## src/rtl/jtframe_pdm_decim.sv

```systemverilog
`timescale 1ns/1ps
`default_nettype none
// ============================================================================
//  Module      : jtframe_pdm_decim
//  Description : Third-order CIC decimator turning a 1-bit PDM stream into
//                16-bit PCM samples with a one-cycle valid strobe. The output
//                format matches the sigma-delta DAC input convention.
//  Revision    : 1.0 - initial release
// ============================================================================
module jtframe_pdm_decim #(
  parameter int   LOG2D      = 6,
  parameter int   CEN_DIV    = 4,
  parameter logic SIGNED_SND = 1'b0
) (
  input  logic        clk_dac,
  input  logic        rst,
  input  logic        pdm_in,
  output logic [15:0] pcm,
  output logic        pcm_valid,
  output logic        cen_pdm
);

  localparam int               W           = 3*LOG2D + 1;
  localparam int               FS          = 3*LOG2D;
  localparam logic [3:0]       CEN_LAST    = 4'(CEN_DIV - 1);
  localparam logic [LOG2D-1:0] DCNT_LAST   = {LOG2D{1'b1}};
  localparam logic [LOG2D-1:0] DCNT_ONE    = {{(LOG2D-1){1'b0}}, 1'b1};
  localparam logic [15:0]      PCM_SILENCE = {~SIGNED_SND, 15'h0000};

  logic             s1_q, s1_d, s2_q, s2_d;
  logic [3:0]       ccnt_q, ccnt_d;
  logic [LOG2D-1:0] dcnt_q, dcnt_d;
  logic [W-1:0]     i1_q, i1_d, i2_q, i2_d, i3_q, i3_d;
  logic [W-1:0]     cap_q, cap_d;
  logic [3:0]       vsr_q, vsr_d;
  logic             live_q, live_d;
  logic [1:0]       warm_q, warm_d;
  logic [W-1:0]     c1_q, c1_d, c2_q, c2_d, c3_q, c3_d;
  logic [W-1:0]     d1_q, d1_d, d2_q, d2_d, d3_q, d3_d;
  logic [15:0]      pcm_q, pcm_d;
  logic             pcm_valid_q, pcm_valid_d;

  logic             evt;
  logic [15:0]      u;
  logic             unused_c3_lsbs;

  // Bit-rate enable and decimation event detection.
  always_comb begin
    cen_pdm = (ccnt_q == CEN_LAST);
    ccnt_d  = cen_pdm ? 4'd0 : ccnt_q + 4'd1;
    evt     = cen_pdm && (dcnt_q == DCNT_LAST);
  end

  // Synchronizer, integrator chain (old values feed the next stage), capture.
  always_comb begin
    s1_d   = pdm_in;
    s2_d   = s1_q;
    i1_d   = i1_q;
    i2_d   = i2_q;
    i3_d   = i3_q;
    dcnt_d = dcnt_q;
    cap_d  = cap_q;
    live_d = live_q;
    warm_d = warm_q;
    if (cen_pdm) begin
      i1_d   = i1_q + {{(W-1){1'b0}}, s2_q};
      i2_d   = i2_q + i1_q;
      i3_d   = i3_q + i2_q;
      dcnt_d = dcnt_q + DCNT_ONE;
    end
    if (evt) begin
      cap_d  = i3_q;
      // Sample is published only once the combs hold three real history words.
      live_d = (warm_q == 2'd3);
      if (warm_q != 2'd3) warm_d = warm_q + 2'd1;
    end
  end

  // Comb pipeline: each stage fires one cycle after the previous one.
  always_comb begin
    vsr_d = {vsr_q[2:0], evt};
    c1_d  = c1_q;
    d1_d  = d1_q;
    c2_d  = c2_q;
    d2_d  = d2_q;
    c3_d  = c3_q;
    d3_d  = d3_q;
    if (vsr_q[0]) begin
      c1_d = cap_q - d1_q;
      d1_d = cap_q;
    end
    if (vsr_q[1]) begin
      c2_d = c1_q - d2_q;
      d2_d = c1_q;
    end
    if (vsr_q[2]) begin
      c3_d = c2_q - d3_q;
      d3_d = c2_q;
    end
  end

  // Scale to 16 bits (full scale clamps to all ones) and apply output format.
  always_comb begin
    u              = c3_q[W-1] ? 16'hFFFF : c3_q[FS-1 -: 16];
    unused_c3_lsbs = ^c3_q;
    pcm_valid_d    = vsr_q[3] & live_q;
    pcm_d          = pcm_q;
    if (vsr_q[3] && live_q) pcm_d = {u[15] ^ SIGNED_SND, u[14:0]};
  end

  // State registers, cleared asynchronously.
  always_ff @(posedge clk_dac or posedge rst) begin
    if (rst) begin
      s1_q        <= 1'b0;
      s2_q        <= 1'b0;
      ccnt_q      <= 4'd0;
      dcnt_q      <= '0;
      i1_q        <= '0;
      i2_q        <= '0;
      i3_q        <= '0;
      cap_q       <= '0;
      vsr_q       <= 4'd0;
      live_q      <= 1'b0;
      warm_q      <= 2'd0;
      c1_q        <= '0;
      c2_q        <= '0;
      c3_q        <= '0;
      d1_q        <= '0;
      d2_q        <= '0;
      d3_q        <= '0;
      pcm_q       <= PCM_SILENCE;
      pcm_valid_q <= 1'b0;
    end else begin
      s1_q        <= s1_d;
      s2_q        <= s2_d;
      ccnt_q      <= ccnt_d;
      dcnt_q      <= dcnt_d;
      i1_q        <= i1_d;
      i2_q        <= i2_d;
      i3_q        <= i3_d;
      cap_q       <= cap_d;
      vsr_q       <= vsr_d;
      live_q      <= live_d;
      warm_q      <= warm_d;
      c1_q        <= c1_d;
      c2_q        <= c2_d;
      c3_q        <= c3_d;
      d1_q        <= d1_d;
      d2_q        <= d2_d;
      d3_q        <= d3_d;
      pcm_q       <= pcm_d;
      pcm_valid_q <= pcm_valid_d;
    end
  end

  assign pcm       = pcm_q;
  assign pcm_valid = pcm_valid_q;

endmodule
`default_nettype wire

```

## config.mk

```make
export PLATFORM = sky130hd
export DESIGN_NAME = jtframe_pdm_decim
export DESIGN_NICKNAME = d
export VERILOG_FILES = /design/src/rtl/jtframe_pdm_decim.sv
export SDC_FILE = /design/constraint.sdc
export NUM_CORES = 1
export LEC_CHECK = 0
export CORE_MARGIN = 10
export CORE_UTILIZATION = 40
export DETAILED_ROUTE_END_ITERATION = 16
export GPL_ROUTABILITY_DRIVEN = 0
export PLACE_DENSITY = 0.62
export SKIP_LAST_GASP = 1
export SLEW_MARGIN = 10
export SYNTH_ARGS = -nofsm -noshare
export SYNTH_HDL_FRONTEND = slang
export SYNTH_SLANG_ARGS = --single-unit
```

## constraint.sdc

```tcl
create_clock -name clk_dac -period 9.7 [get_ports clk_dac]
set_clock_uncertainty 0.05 [all_clocks]
set_input_delay 0.97 -clock clk_dac [delete_from_list [all_inputs] [get_ports clk_dac]]
set_output_delay 0.97 -clock clk_dac [all_outputs]
set_load 0.05 [all_outputs]
```

==> results of run 1 <==
==> synthesized netlist by cell type (all sizes together) (10+ instances only) <==
master  number
a211oi      10
a21o        42
a21oi       83
a31oi       11
clkbuf      38
dfrtp      223
ha          94
inv         86
mux2        43
nand2      201
nand2b      11
nand3       25
nand4       16
nor2        69
nor3        19
o21a        12
o21ai      123
o21bai      10
xnor2       62
xor2        32
==> kinds of logic (layout without fill, tap and decap cells) <==
group                      count (synthesis)  after routing
adders and majority gates                 98             98
muxes                                     45             45
and+or+nand+nor                          390            390
DFF                                      224            224
xor gates and xnor gates                  94             94
AOI/OAI and AO/OA                        331            331
buffers and inverters                    128            163
==> final cells by class <==
cell class                 count  share of cell area
multi-input combinational    958               0.453
clock buffer                  39              0.0544
sequential                   224               0.401
inverter                      87              0.0239
timing repair buffer          28              0.0186
tap                          396              0.0354
clock inverter                 9              0.0142
==> critical path: stages, from the launching register on <==
cell and delay, ps:
dfrtp_1 390, ha_1 230, nand3b_1 90, buf_4 480
inv_1 120, clkdlybuf4s50_1 730
==> worst paths after layout <==
check,slack (ps),start,to,cells after the start
min reg2reg,310,s1_q,s2_q,0
min,310,s1_q,s2_q,0
max in group asynchronous,6660,rst,c1_q[7],4
max,6110,ccnt_q[0],cen_pdm,5
min in group asynchronous,930,rst,warm_q[1],2
max reg2reg,6700,cap_q[0],c1_q[16],12
==> sequential cells by signal (all words and copies together) (netlist names), 17 cells and up <==
register,cells
c1_q,19
c2_q,19
c3_q,17
cap_q,19
d1_q,19
d2_q,19
d3_q,19
i1_q,19
i2_q,19
i3_q,19
==> through the flow <==
step	hold slack, ps	utilization	cells
6_report	312	0.457	1741
2_1_floorplan	281	-	1310
4_1_cts	317	0.457	1741
5_1_grt	323	0.457	1741
3_5_place_dp	304	0.426	1693
3_3_place_gp	301	0.426	1693
==> placed cells by master (no fill, tap or decap), types with 4 or more instances in the layout <==
cell | netlist | layout
o31a_1 | 5 | 5
bufinv_16 | 0 | 6
o31ai_1 | 7 | 7
nand2_1 | 201 | 201
nand2b_1 | 11 | 11
or2_2 | 4 | 4
dfrtp_1 | 223 | 222
inv_1 | 86 | 85
and2_1 | 5 | 5
buf_4 | 0 | 8
o21a_1 | 12 | 12
clkbuf_1 | 37 | 8
nor2_1 | 69 | 69
mux2_2 | 43 | 43
a21oi_1 | 83 | 83
clkbuf_16 | 0 | 27
xnor2_1 | 62 | 62
nand4_1 | 16 | 16
a211oi_1 | 9 | 9
nand3b_1 | 4 | 4
clkdlybuf4s50_1 | 0 | 20
ha_1 | 94 | 94
nor3_1 | 19 | 19
o211ai_1 | 4 | 4
a41oi_1 | 5 | 5
or3_1 | 7 | 7
and3_1 | 8 | 8
nor2b_1 | 6 | 6
xor2_1 | 32 | 32
o21ai_0 | 122 | 122
nand3_1 | 25 | 25
clkbuf_8 | 1 | 4
fa_1 | 4 | 4
a31oi_1 | 11 | 11
a21o_1 | 40 | 40
o21bai_1 | 10 | 10
==> metal layers <==
metal / up-vias / global-route usage / routed length (µm)
met2: 66 / 0.203 / 10400
met4: 0 / 0.0294 / 476
met5: - / 0 / 0
li1: 4582 / - / -
met1: 4107 / 0.144 / 10400
met3: 34 / 0.0188 / 557
==> report_power, final <==
part | internal [mW] | leakage, nW | total, mW | switching, mW
Sequential | 0.974 | 3.07 | 1.02 | 0.0421
Combinational | 0.149 | 3.21 | 0.329 | 0.180
Clock | 0.700 | 0.468 | 1.07 | 0.373
==> flow_summary.json, run 1 <==
{
  "cp-end-kind": "output pin",
  "cts_tree": "done",
  "row_count": 64,
  "status": "completed",
  "drt_iter0_drc": 369,
  "syn-instance-count": 1310,
  "setup-violations-final": 0,
  "regArea_um2": 5610,
  "yosys_warnings": 0,
  "crit_path_max_fanout": 70,
  "diodes": 0,
  "synth_top_area_cell": "dfrtp_1",
  "via_per_inst": 5.05,
  "dieArea_um2": 38500,
  "clock_latency_ps": 520,
  "synth_nets": 1411,
  "routedWlPerCell_um": 12.6,
  "grt_pass1_vias": 8781,
  "yosys.area.top_type_share": 0.449,
  "cts_hold_buf": 0,
  "worstSetupStartpointType": "flip-flop",
  "async_flop_share": 1.00,
  "setup_ws_ps": 6110,
  "required_ps": 8680,
  "cellPowerDensity_nw_per_um2": 173,
  "pre_cts_ws_ps": 5940,
  "synthDistinctLibCells": 63,
  "max_cap_viol_count": 0,
  "cts_setup_buffers": 0,
  "synth_area_um2": 12400,
  "cellLeakagePower_nw": 6.75,
  "finalCriticalPeriod_ps": 3590,
  "clock_path_buffers": 3,
  "layout-drive-gt1-share": 0.0788,
  "overflow": 0,
  "fin_tns_setup_ps": 0,
  "synth_area_leaders": "dfrtp_1, ha_1, nand2_1, o21ai_0, xnor2_1",
  "num_vias": 8789,
  "arrival_ps": 2570,
  "dpl_cell_area_um2": 13000,
  "post-route-period-util": 0.370,
  "post_cts_resized": 0,
  "grt_max_degree": 105,
  "slew_viol_final": 0,
  "syn_to_final_growth_pct": 12.6,
  "grt_use_total": 0.116,
  "drc": 0,
  "fin_nets": 1426,
  "fill_cells": 2963,
  "synth-simple-area-share": 0.140,
  "dieWidth_um": 196,
  "design_area_um2": 14000,
  "grt_pass1_wl_um": 39600,
  "ys_seq_area_frac": 0.451,
  "ys_ff_latch": 224,
  "max_freq_mhz": 278,
  "drtPass1Iterations": 4,
  "synthAdderAreaFrac": 0.101,
  "multiInputGateArea_um2": 6330,
  "antenna_left": 0,
  "die_h_um": 196,
  "worst-setup-path-type": "reg -> out",
  "portBuffers": 20,
  "syn_avg_cell_area_um2": 9.49,
  "power.total_mw": 2.42,
  "antenna_found_initial": 0,
  "synth_top_family_by_area": "compound AO/OA/AOI/OAI gates",
  "core_area_um2": 30600,
  "htreeDepth": 1,
  "wl_um": 21900,
  "numClockSinks": 224,
  "cts_buffers": 26,
  "clk_pin_slew_ps": 60,
  "root_buffer": "clkbuf_16",
  "tightest_slew_ps": 1010,
  "synth_ff_type": "dfrtp_1",
  "dp.final_hpwl_um": 15200,
  "initial_utilization": 0.406,
  "synth_compound_area_frac": 0.161,
  "yosys-mux-area-fraction": 0.0406,
  "hold_violations": 0,
  "rsz0062_at_grt": "false",
  "io_pins": 21,
  "relSlewSlack": 0.330,
  "peakVddDrop_mv": 0.137,
  "hold_path.class": "reg -> reg",
  "synthXorXnorAreaFrac": 0.0662,
  "synth-edff-count": 0
}
(Power assumes the default switching activity.)
==> run 2, diff against run 1 <==
--- a/config.mk
+++ b/config.mk
@@ -9,7 +9,7 @@
 export CORE_UTILIZATION = 40
 export DETAILED_ROUTE_END_ITERATION = 16
 export GPL_ROUTABILITY_DRIVEN = 0
-export PLACE_DENSITY = 0.62
+export PLACE_DENSITY = 0.64
 export SKIP_LAST_GASP = 1
 export SLEW_MARGIN = 10
 export SYNTH_ARGS = -nofsm -noshare
==> constraint.sdc (replaced) <==
create_clock -name clk_dac -period 3.1 [get_ports clk_dac]
set_clock_uncertainty 0.05 [all_clocks]
set_input_delay 0.31 -clock clk_dac [delete_from_list [all_inputs] [get_ports clk_dac]]
set_output_delay 0.31 -clock clk_dac [all_outputs]
set_load 0.05 [all_outputs]
==> flow_summary.json, run 2 (synthesis gave the netlist of run 1 again) <==
{
  "drc": 0,
  "io_pins": 21,
  "htreeDepth": 1,
  "required_ps": 3440,
  "max_freq_mhz": 348,
  "overflow": 0,
  "clock_path_buffers": 3,
  "numClockSinks": 224,
  "row_count": 64,
  "setup_ws_ps": 229,
  "final_common_cell": "dfrtp_1",
  "drt_iter0_drc": 386,
  "setup-violations-final": 0,
  "die_h_um": 196,
  "fin_tns_setup_ps": 0,
  "fin_util": 0.460,
  "antenna_left": 0,
  "post-route-period-util": 0.926,
  "final_cell_count_no_fill": 1746,
  "highest_layer": "met4",
  "hold_path.class": "in -> async",
  "grt_max_degree": 70,
  "rsz0062_at_grt": "false",
  "grt_use_total": 0.118,
  "cellPowerDensity_nw_per_um2": 523,
  "final_cell_mix": "dfrtp_1, nand2_1, o21ai_0, ha_1, inv_1",
  "met3_wirelength_um": 631,
  "worstSetupStartpointType": "flip-flop",
  "wl_um": 22200,
  "wl_met2_um": 10400,
  "cellLeakagePower_nw": 6.79,
  "dp.final_hpwl_um": 16100,
  "crit_path_max_fanout": 3,
  "fin_nets": 1434,
  "portBuffers": 20,
  "dp.cells": 1702,
  "syn_to_final_growth_pct": 13.1,
  "arrival_ps": 3220,
  "worst-setup-path-type": "reg -> reg",
  "pre_cts_ws_ps": 221,
  "grt_pass1_wl_um": 40100,
  "status": "completed",
  "m1WireLength_um": 10500,
  "grt_pass1_vias": 8573,
  "finalCriticalPeriod_ps": 2870,
  "relSlewSlack": 0.309,
  "cp-end-kind": "flip-flop",
  "initial_utilization": 0.406,
  "layout-drive-gt1-share": 0.0852,
  "dieWidth_um": 196,
  "dieArea_um2": 38500,
  "root_buffer": "clkbuf_16",
  "post_cts_resized": 0,
  "slew_viol_final": 0,
  "hold_violations": 0,
  "cts_tree": "done",
  "reg2reg_depth": 13,
  "via_per_inst": 5.01,
  "drtPass1Iterations": 4,
  "diodes": 0,
  "clk_pin_slew_ps": 60,
  "routedWlPerCell_um": 12.7,
  "max_cap_viol_count": 0,
  "peakVddDrop_mv": 0.407,
  "num_vias": 8749,
  "core_area_um2": 30600,
  "tightest_slew_ps": 1040,
  "clock_latency_ps": 510,
  "cts_buffers": 25,
  "cts_setup_buffers": 0,
  "antenna_found_initial": 0,
  "cts_hold_buf": 0
}
run 2: worst paths after layout:
kind	endpoint	startpoint	slack [ps]
max	c1_q[16]	cap_q[0]	230
min	i3_q[2]	rst	140
max reg2reg	c1_q[16]	cap_q[0]	230
min reg2reg	s2_q	s1_q	300
max in group asynchronous	pcm[15]	rst	1980
min in group clk_dac	s1_q	pdm_in	190
run 2: layout make-up:
class / instances / area, µm²
Fill cell: 2926 / 16500
Multi-Input combinational cell: 958 / 6330
Sequential cell: 224 / 5610
Clock buffer: 32 / 682
Tap cell: 396 / 495
Timing Repair Buffer: 37 / 425
Inverter: 87 / 330
Clock inverter: 12 / 185
run 2: worst max-delay path, stage by stage, from the launching register on:
cell,delay (ps)
dfrtp_1,370
inv_1,70
ha_1,160
inv_1,50
fa_1,390
a21oi_1,180
o21ai_0,100
a21o_1,230
a211oi_1,300
buf_4,170
o31ai_1,80
a211oi_1,310
mux2i_1,230
nand2_1,60
run 2: where the power goes:
group	switching (mW)	total, mW	internal, mW
clock network	1.16	3.12	1.96
registers	0.129	3.18	3.05
logic	0.571	1.05	0.480
total	1.86	7.35	5.49
run 2: stage by stage:
step	power (mW)	area [µm²]	hold WS (ps)
floorplan	4.06	12400	281
global placement	4.26	13200	291
finish	7.35	14100	144
global route	7.76	14100	167
CTS	7.46	14100	143
detailed placement	4.28	13200	294
run 2: routing by layer:
layer  global-route usage  up-vias
li1                     -     4589
met1                0.148     4043
met2                0.204       80
met3               0.0191       37
met4               0.0342        0
met5                    0        -
